--- src/rtl/rtc_pkg.sv ---
// Shared mode encoding, BCD limits and the BCD increment helper for the RTC.
package rtc_pkg;

  typedef enum logic [1:0] {
    RUN      = 2'b00,
    SET_HOUR = 2'b01,
    SET_MIN  = 2'b10
  } rtc_state_e;

  localparam logic [7:0] HOUR_MAX = 8'h23;
  localparam logic [7:0] MIN_MAX  = 8'h59;

  // Two-digit BCD increment that wraps to 00 once the limit is reached.
  function automatic logic [7:0] bcd_inc(input logic [7:0] v, input logic [7:0] lim);
    logic [7:0] r;
    if (v == lim) begin
      r = 8'h00;
    end else if (v[3:0] == 4'd9) begin
      r = {v[7:4] + 4'd1, 4'd0};
    end else begin
      r = {v[7:4], v[3:0] + 4'd1};
    end
    return r;
  endfunction

endpackage

--- src/rtl/btn_debounce.sv ---
// Button conditioner: synchronizer, 1 kHz-sampled debounce, one-cycle press pulse.
module btn_debounce
  import rtc_pkg::*;
#(
  parameter int unsigned DEBOUNCE_MS = 20,
  parameter int unsigned SYNC_STAGES = 2
) (
  input  logic clk_i,
  input  logic rst_i,
  input  logic tick_1k_i,
  input  logic btn_i,
  output logic press_o
);

  localparam int unsigned CW   = $clog2(DEBOUNCE_MS + 1);
  localparam int unsigned LAST = SYNC_STAGES - 1;

  logic [SYNC_STAGES-1:0] sync_q;
  logic [CW-1:0]          cnt_q, cnt_d;
  logic                   level_q, level_d;
  logic                   level_prev_q;

  always_comb begin
    cnt_d   = cnt_q;
    level_d = level_q;
    if (tick_1k_i) begin
      if (sync_q[LAST] != level_q) begin
        if (cnt_q == CW'(DEBOUNCE_MS - 1)) begin
          level_d = sync_q[LAST];
          cnt_d   = '0;
        end else begin
          cnt_d = cnt_q + 1'b1;
        end
      end else begin
        cnt_d = '0;
      end
    end
  end

  always_ff @(posedge clk_i or posedge rst_i) begin
    if (rst_i) begin
      sync_q       <= '0;
      cnt_q        <= '0;
      level_q      <= 1'b0;
      level_prev_q <= 1'b0;
    end else begin
      sync_q[0] <= btn_i;
      for (int unsigned i = 1; i < SYNC_STAGES; i++) begin
        sync_q[i] <= sync_q[i-1];
      end
      cnt_q        <= cnt_d;
      level_q      <= level_d;
      level_prev_q <= level_q;
    end
  end

  assign press_o = level_q & ~level_prev_q;

endmodule

--- src/rtl/rtc_timekeeper.sv ---
// HH:MM:SS BCD timekeeper driven by sampled 1 Hz / 1 kHz strobes, with a
// two-button RUN / SET_HOUR / SET_MIN mode machine.
module rtc_timekeeper
  import rtc_pkg::*;
#(
  parameter int unsigned DEBOUNCE_MS = 20,
  parameter int unsigned SYNC_STAGES = 2
) (
  input  logic       clk_25M,
  input  logic       reset,
  input  logic       clk_1s,
  input  logic       clk_1k,
  input  logic       btn_mode,
  input  logic       btn_up,
  output logic [7:0] hour_bcd,
  output logic [7:0] min_bcd,
  output logic [7:0] sec_bcd,
  output logic [1:0] set_mode,
  output logic       sec_tick,
  output logic       blink
);

  localparam int unsigned LAST = SYNC_STAGES - 1;

  logic [SYNC_STAGES-1:0] s1s_q, s1k_q;
  logic                   s1s_prev_q, s1k_prev_q;
  logic                   s1s_valid_q, s1s_armed_q;
  logic                   tick_1k;
  logic                   mode_press, up_press;

  rtc_state_e state_q, state_d;
  logic [7:0] hour_q, hour_d, min_q, min_d, sec_q, sec_d;

  always_ff @(posedge clk_25M or posedge reset) begin
    if (reset) begin
      s1s_q       <= '0;
      s1k_q       <= '0;
      s1s_prev_q  <= 1'b0;
      s1k_prev_q  <= 1'b0;
      s1s_valid_q <= 1'b0;
      s1s_armed_q <= 1'b0;
    end else begin
      s1s_q[0] <= clk_1s;
      s1k_q[0] <= clk_1k;
      for (int unsigned i = 1; i < SYNC_STAGES; i++) begin
        s1s_q[i] <= s1s_q[i-1];
        s1k_q[i] <= s1k_q[i-1];
      end
      s1s_prev_q  <= s1s_q[LAST];
      s1k_prev_q  <= s1k_q[LAST];
      s1s_valid_q <= 1'b1;
      // A real low sample of clk_1s must be seen after reset before any tick,
      // so a clk_1s held high across reset release does not count as an edge.
      if (s1s_valid_q && !s1s_q[0]) begin
        s1s_armed_q <= 1'b1;
      end
    end
  end

  assign tick_1k  = s1k_q[LAST] & ~s1k_prev_q;
  assign sec_tick = s1s_q[LAST] & ~s1s_prev_q & s1s_armed_q;

  btn_debounce #(.DEBOUNCE_MS(DEBOUNCE_MS), .SYNC_STAGES(SYNC_STAGES)) u_mode (
    .clk_i     (clk_25M),
    .rst_i     (reset),
    .tick_1k_i (tick_1k),
    .btn_i     (btn_mode),
    .press_o   (mode_press)
  );

  btn_debounce #(.DEBOUNCE_MS(DEBOUNCE_MS), .SYNC_STAGES(SYNC_STAGES)) u_up (
    .clk_i     (clk_25M),
    .rst_i     (reset),
    .tick_1k_i (tick_1k),
    .btn_i     (btn_up),
    .press_o   (up_press)
  );

  always_comb begin
    state_d = state_q;
    hour_d  = hour_q;
    min_d   = min_q;
    sec_d   = sec_q;
    case (state_q)
      RUN: begin
        if (sec_tick) begin
          sec_d = bcd_inc(sec_q, MIN_MAX);
          if (sec_q == MIN_MAX) begin
            min_d = bcd_inc(min_q, MIN_MAX);
            if (min_q == MIN_MAX) begin
              hour_d = bcd_inc(hour_q, HOUR_MAX);
            end
          end
        end
        if (mode_press) begin
          state_d = SET_HOUR;
        end
      end
      SET_HOUR: begin
        if (mode_press) begin
          state_d = SET_MIN;
        end else if (up_press) begin
          hour_d = bcd_inc(hour_q, HOUR_MAX);
        end
      end
      SET_MIN: begin
        if (mode_press) begin
          state_d = RUN;
          sec_d   = '0;
        end else if (up_press) begin
          min_d = bcd_inc(min_q, MIN_MAX);
        end
      end
      default: state_d = RUN;
    endcase
  end

  always_ff @(posedge clk_25M or posedge reset) begin
    if (reset) begin
      state_q <= RUN;
      hour_q  <= '0;
      min_q   <= '0;
      sec_q   <= '0;
    end else begin
      state_q <= state_d;
      hour_q  <= hour_d;
      min_q   <= min_d;
      sec_q   <= sec_d;
    end
  end

  assign hour_bcd = hour_q;
  assign min_bcd  = min_q;
  assign sec_bcd  = sec_q;
  assign set_mode = state_q;
  assign blink    = (state_q != RUN) & s1s_q[LAST];

endmodule

--- config.mk ---
export PLATFORM = sky130hd
export DESIGN_NAME = rtc_timekeeper
export DESIGN_NICKNAME = d
export VERILOG_FILES = /design/src/rtl/rtc_pkg.sv /design/src/rtl/btn_debounce.sv /design/src/rtl/rtc_timekeeper.sv
export SDC_FILE = /design/constraint.sdc
export NUM_CORES = 1
export LEC_CHECK = 0
export BUFFER_PORTS_ARGS = -buffer_cell sky130_fd_sc_hd__buf_2
export CORE_ASPECT_RATIO = 0.7
export CORE_MARGIN = 1
export CORE_UTILIZATION = 45
export DETAILED_ROUTE_END_ITERATION = 10
export PLACE_DENSITY = 0.65
export SYNTH_ARGS = -nofsm -noshare
export SYNTH_HDL_FRONTEND = slang
export SYNTH_SLANG_ARGS = --single-unit
--- constraint.sdc ---
create_clock -name clk_25M -period 2.3 [get_ports clk_25M]
set_clock_uncertainty 0.05 [all_clocks]
set_input_delay 0 -clock clk_25M [delete_from_list [all_inputs] [get_ports clk_25M]]
set_output_delay 0 -clock clk_25M [all_outputs]
set_load 0.05 [all_outputs]
==> flow_summary.yaml, run 1 <==
placement:
  dp_hpwl_mm: 3.14
  portBuffers: 33
  dp.cells: 345
  place.gp.congestion: 0.764
detailed_routing:
  vias: 1815
  routed_wl_mm: 4.40
  antenna_left: 0
  drt_iter0_markers: 124
  drc: 0
  dr.pass1.iters: 4
  viasPerCell: 5.07
  avgRoutedWirePerCell_um: 12.3
die:
  ios: 34
  die_y_um: 64.8
  die_area_um2: 5940
  start_util_pct: 47.5
  dieWidth_um: 91.7
  num_rows: 22
  core_um2: 5340
critical_path:
  cp_max_fo: 6
  cp_cell_sequence: "inv_1 > ha_1 > nand3b_1 > nor3_2 > o21ba_2 > o21ai_1 > a221o_1"
  worstSetupPathType: "reg2reg"
  crit_path_top_delay_cell: "dfrtp_1"
  cp_slowest_stage_delay_ns: 0.42
  cp_num_buf_inv: 1
  crit_family: "compound AO/OA/AOI/OAI gates"
  r2r-start: "sec_bcd[1]"
  timing.rr.end: "min_bcd[3]"
  worstRegToRegCells: 7
  critPathCaptureType: "flip-flop"
  crit_arrival_ns: 2.00
  critPathLaunchType: "flip-flop"
  required_ns: 2.44
  r2r_setup_slack_ns: 0.45
finish:
  syn_to_final_growth_pct: 16.2
  num_antenna_cells: 0
  fin_cells: 358
  final_nets: 305
  drive_gt1_share_pct: 20.3
hold_path:
  hold_class: "in2async"
global_routing:
  track_usage_pct: 16.5
  grt.overflow.total: 0
  grt_antenna_before_repair: 0
  grt_pass1_vias: 1609
  grt_pass1_wl_mm: 7.64
  grt_max_degree: 31
logic_synthesis:
  ys_dominant_reg_cell: "dfrtp_1"
  ys_types: 46
  async_reset_ff_share_pct: 100
  syn-instance-count: 240
  synth_nets: 260
  synth-simple-area-share_pct: 20.4
  synth_xor_area_share_pct: 2.76
  synthMuxAreaShare_pct: 2.22
  postSynthAreaPerCell_um2: 10.6
  synthAdderAreaFrac_pct: 6.91
  synth_top_family_by_area: "simple AND/OR/NAND/NOR gates"
  synth-edff-count: 0
  synth-compound-area-share_pct: 13.8
  ys_warn_count: 0
  netlist_area_um2: 2530
  synth-seq-cells: 52
  ys_seq_area_share_pct: 51.3
clock_tree:
  post_cts_buffers: 0
  cts.sinks: 52
  htree_levels: 2
  cts_buffer_depth: 2
  ctsResizeCount: 0
  cts_buffers: 5
  clk_pin_slew_ns: 0.09
  clk_latency_ns: 0.30
  tritoncts: "yes"
  cts-root-buf: "clkbuf_8"
sta:
  slew-limit-headroom_pct: 57.3
  max_slew.worst_pin.slew_ns: 0.640
  setup_viol: 0
  hold_viol: 0
  rsz0062_at_grt: "no"
  drv_slew: 0
  tns_ns: 0
  finalCritPeriodShare_pct: 80.6
  fmax_mhz: 539
  worst_hold_slack_ns: 0.280
  period_needed_ns: 1.85
pwr:
  p_leak_nw: 1.41
  powerDensity_nw_per_um2: 662
  vdd_drop_max_uv: 488
run_status:
  status: "completed"
job:
  max_cap_viol_count: 0
## per-layer routing
layer,wire length (um),vias to the layer above,GRT usage [%]
met3,177,2,4.23
met5,0,-,0
li1,-,932,-
met2,1770,27,24.1
met4,16,0,4.69
met1,2440,854,24.4
## area by class of cell
| class | count | area (um^2) |
|---|---|---|
| Clock buffer | 5 | 68.8 |
| Clock inverter | 3 | 18.8 |
| Fill cell | 472 | 2390 |
| Tap cell | 72 | 90.1 |
| Multi-Input combinational cell | 172 | 1170 |
| Inverter | 14 | 52.6 |
| Sequential cell | 52 | 1300 |
| Timing Repair Buffer | 40 | 243 |
## kinds of logic after synthesis
logic type               count (synthesis)
AO/OA/AOI/OAI                           55
multiplexers                             5
flip-flops                              52
adder cells (fa/ha/maj)                 14
other                                    1
buffers and inverters                   16
AND/OR/NAND/NOR                         89
XOR/XNOR                                 8
## flip-flops by register name, indices dropped and copies added (netlist names), 2 cells and up
signal / cells
s1k_q: 2
min_bcd: 8
s1s_q: 2
u_up.sync_q: 2
sec_bcd: 8
set_mode: 2
hour_bcd: 8
u_up.cnt_q: 5
u_mode.cnt_q: 5
u_mode.sync_q: 2
## cell usage after synthesis (3+ instances only)
cell type	instances	area share, %
nand2_1	26	3.8
nand3_1	11	2.2
nand2b_1	5	1.2
nor2_1	12	1.8
o21ai_0	26	5.1
xnor2_1	3	1.0
a21oi_1	6	1.2
ha_1	14	6.9
inv_1	14	2.1
nor3_1	4	0.79
nor2b_1	6	1.5
and3b_1	4	1.4
mux2_2	5	2.2
nand3b_1	4	1.2
o31ai_1	8	2.4
a21o_1	3	0.89
xor2_1	5	1.7
dfrtp_1	52	51
## report_power, final
part           switching, W  internal [W]
registers         0.0000775      0.000985
clock network      0.000300      0.000213
logic              0.000255      0.000120
## cell usage in the layout (no fill, tap or decap), drive strengths merged, types with 2 or more instances in the layout
| cell | Yosys | routed |
|---|---|---|
| dfrtp | 52 | 52 |
| buf | 1 | 35 |
| o21ai | 28 | 28 |
| nand2 | 26 | 26 |
| ha | 14 | 14 |
| inv | 14 | 14 |
| nor2 | 12 | 12 |
| nand3 | 11 | 11 |
| o31ai | 8 | 8 |
| nor2b | 6 | 6 |
| a21oi | 6 | 6 |
| nand2b | 5 | 5 |
| xor2 | 5 | 5 |
| mux2 | 5 | 5 |
| clkbuf | 1 | 5 |
| dlygate4sd3 | 0 | 5 |
| nor3 | 5 | 5 |
| nand3b | 4 | 4 |
| and3b | 4 | 4 |
| xnor2 | 3 | 3 |
| a21o | 3 | 3 |
| or3 | 3 | 3 |
| clkinv | 0 | 3 |
| o21a | 2 | 2 |
| a31oi | 2 | 2 |
| nand4bb | 2 | 2 |
## timing repair
action / in CTS / in global routing
setup endpoints to repair: 0 / 0
hold endpoints to repair: 33 / 0
hold buffers: 5 / 0
## per-stage QoR
stage,setup WS (ns),total power [W],cell area [um^2],util (%)
after floorplan,0.245,0.00136,2530,-
after global placement,0.494,0.00145,2810,52.6
after detailed placement,0.445,0.00145,2810,52.6
after CTS,0.440,0.00198,2950,55.2
after global routing,0.312,0.00207,2950,55.2
final,0.446,0.00195,2950,55.2
## worst max-delay path by stage
stage | to | cells past startpoint | from
after global placement | min_bcd[3] | 7 | sec_bcd[1]
final | min_bcd[3] | 7 | sec_bcd[1]
after detailed placement | min_bcd[3] | 7 | sec_bcd[1]
after floorplan | min_bcd[3] | 6 | sec_bcd[0]
after global routing | sec_bcd[7] | 6 | sec_bcd[1]
after CTS | min_bcd[3] | 7 | sec_bcd[1]
## worst reg2reg max path: cells and delay by family (launching register included)
family | cells | cell delay (ns)
compound gates | 3 | 0.65
fa+ha+maj | 1 | 0.15
simple gates | 2 | 0.38
flops | 1 | 0.42
buf+inv | 1 | 0.09
Note: power is estimated with default switching activity, not from simulation.
==> inputs of run 2 (changes only) <==
Settings changed: PLACE_DENSITY 0.65 to 0.67.
Clock period 2.3 ns to 1.51 ns, I/O delays scaled along.
==> flow_summary.yaml, run 2 (same netlist as run 1, synthesis figures left out) <==
pwr:
  p_leak_nw: 1.75
  powerDensity_nw_per_um2: 908
  vdd_drop_max_uv: 1040
sta:
  fmax_mhz: 563
  drv_slew: 0
  hold_viol: 0
  period_needed_ns: 1.78
  rsz0062_at_grt: "yes"
  worst_hold_slack_ns: 0.216
  tns_ns: -3.58
  timing.final.ws_setup_ns: -0.267
  setup_viol: 25
  finalCritPeriodShare_pct: 118
finish:
  final_nets: 369
  syn_to_final_growth_pct: 46.1
  drive_gt1_share_pct: 49.4
  multi_input_area_um2: 1410
  final-seq-area_um2: 1320
  final_cell_mix: "64 x buf_4, 37 x dfrtp_1, 32 x buf_2"
  final_common_cell: "buf_4"
  design_area_um2: 3700
  fillers: 421
  num_antenna_cells: 0
critical_path:
  worstRegToRegCells: 7
  r2r-start: "sec_bcd[1]"
  startpoint: "sec_bcd[1]"
  timing.rr.end: "min_bcd[3]"
  crit_end: "min_bcd[3]"
  r2r_setup_slack_ns: -0.27
  critPathCaptureType: "flip-flop"
  cp_max_fo: 5
  required_ns: 1.67
  worstSetupPathType: "reg2reg"
  critPathLaunchType: "flip-flop"
  crit_arrival_ns: 1.93
run_status:
  status: "finished, violations left"
  violations: "negative setup slack"
global_routing:
  track_usage_pct: 20.9
  grt_pass1_wl_mm: 9.71
  grt_max_degree: 53
  grt_antenna_before_repair: 0
  grt.overflow.total: 0
  grt_pass1_vias: 2051
placement:
  dp_hpwl_mm: 3.90
  place.gp.congestion: 0.826
  portBuffers: 33
  place_area_um2: 3310
  dpl_worst_slack_ns: -0.219
clock_tree:
  clk_pin_slew_ns: 0.10
  cts.sinks: 52
  clk_latency_ns: 0.31
  cts_buffers: 5
  cts_buffer_depth: 2
  tritoncts: "yes"
  htree_levels: 2
  cts-root-buf: "clkbuf_8"
job:
  max_cap_viol_count: 0
hold_path:
  hold_class: "in2async"
detailed_routing:
  dr.pass1.iters: 5
  vias: 2144
  avgRoutedWirePerCell_um: 13.7
  drt_iter0_markers: 134
  drc: 0
  routed_wl_mm: 5.79
  antenna_left: 0
  viasPerCell: 5.08
die:
  core_um2: 5340
  start_util_pct: 47.5
  num_rows: 22
  die_area_um2: 5940
  die_y_um: 64.8
  ios: 34
  dieWidth_um: 91.7
[run 2: worst min-delay path by stage]
stage                start               to  slack, ns
floorplan           clk_1k         s1k_q[0]      -0.02
global placement     reset  u_mode.cnt_q[3]       0.02
detailed placement   reset  u_mode.cnt_q[4]       0.02
CTS                  reset  u_mode.cnt_q[4]       0.21
global route         reset  u_mode.cnt_q[0]       0.25
finish               reset  u_mode.cnt_q[2]       0.22
[run 2: where the power goes]
part	internal, W	total, W	switching (W)
clock network	0.000341	0.000835	0.000494
registers	0.00151	0.00161	0.0000978
logic	0.000392	0.000921	0.000528
[run 2: area by class of cell]
class,count,share of cell area (%)
well taps,72,2.43
clock buffers,5,1.86
multi-input cells,172,38.0
inverters,14,1.49
flip-flops and latches,52,35.6
clock inverters,3,0.743
repair buffers,104,19.8
[run 2: repair_timing]
| action | 4_1_cts | 5_1_grt |
|---|---|---|
| setup buffers | 3 | 7 |
| hold buffers | 5 | 0 |
| resized for setup | 21 | 27 |
| endpoints found under the hold margin | 56 | 0 |
| endpoints found under the setup margin | 29 | 30 |
| pin swaps | 7 | 10 |
[run 2: through the flow]
step	instances	util [%]	power (W)
after floorplan	240	-	0.00211
after global placement	400	62.0	0.00239
after detailed placement	400	62.0	0.00241
after CTS	415	66.7	0.00332
after global routing	422	69.4	0.00356
final	422	69.4	0.00336
[run 2: metal layers]
layer / track usage, % / up-vias / part of all wire (%)
li1: - / 1064 / -
met1: 30.2 / 1030 / 50
met2: 31.4 / 43 / 45
met3: 6.10 / 7 / 4.2
met4: 4.30 / 0 / 0.62
met5: 0 / - / 0
[run 2: worst max-delay path, cell delays in order, from the launching register on]
cell	delay (ns)
dfrtp_2	0.42
inv_2	0.08
ha_4	0.13
nand3b_1	0.19
nor3_4	0.22
o21ba_4	0.22
o21ai_2	0.06
a221o_1	0.30
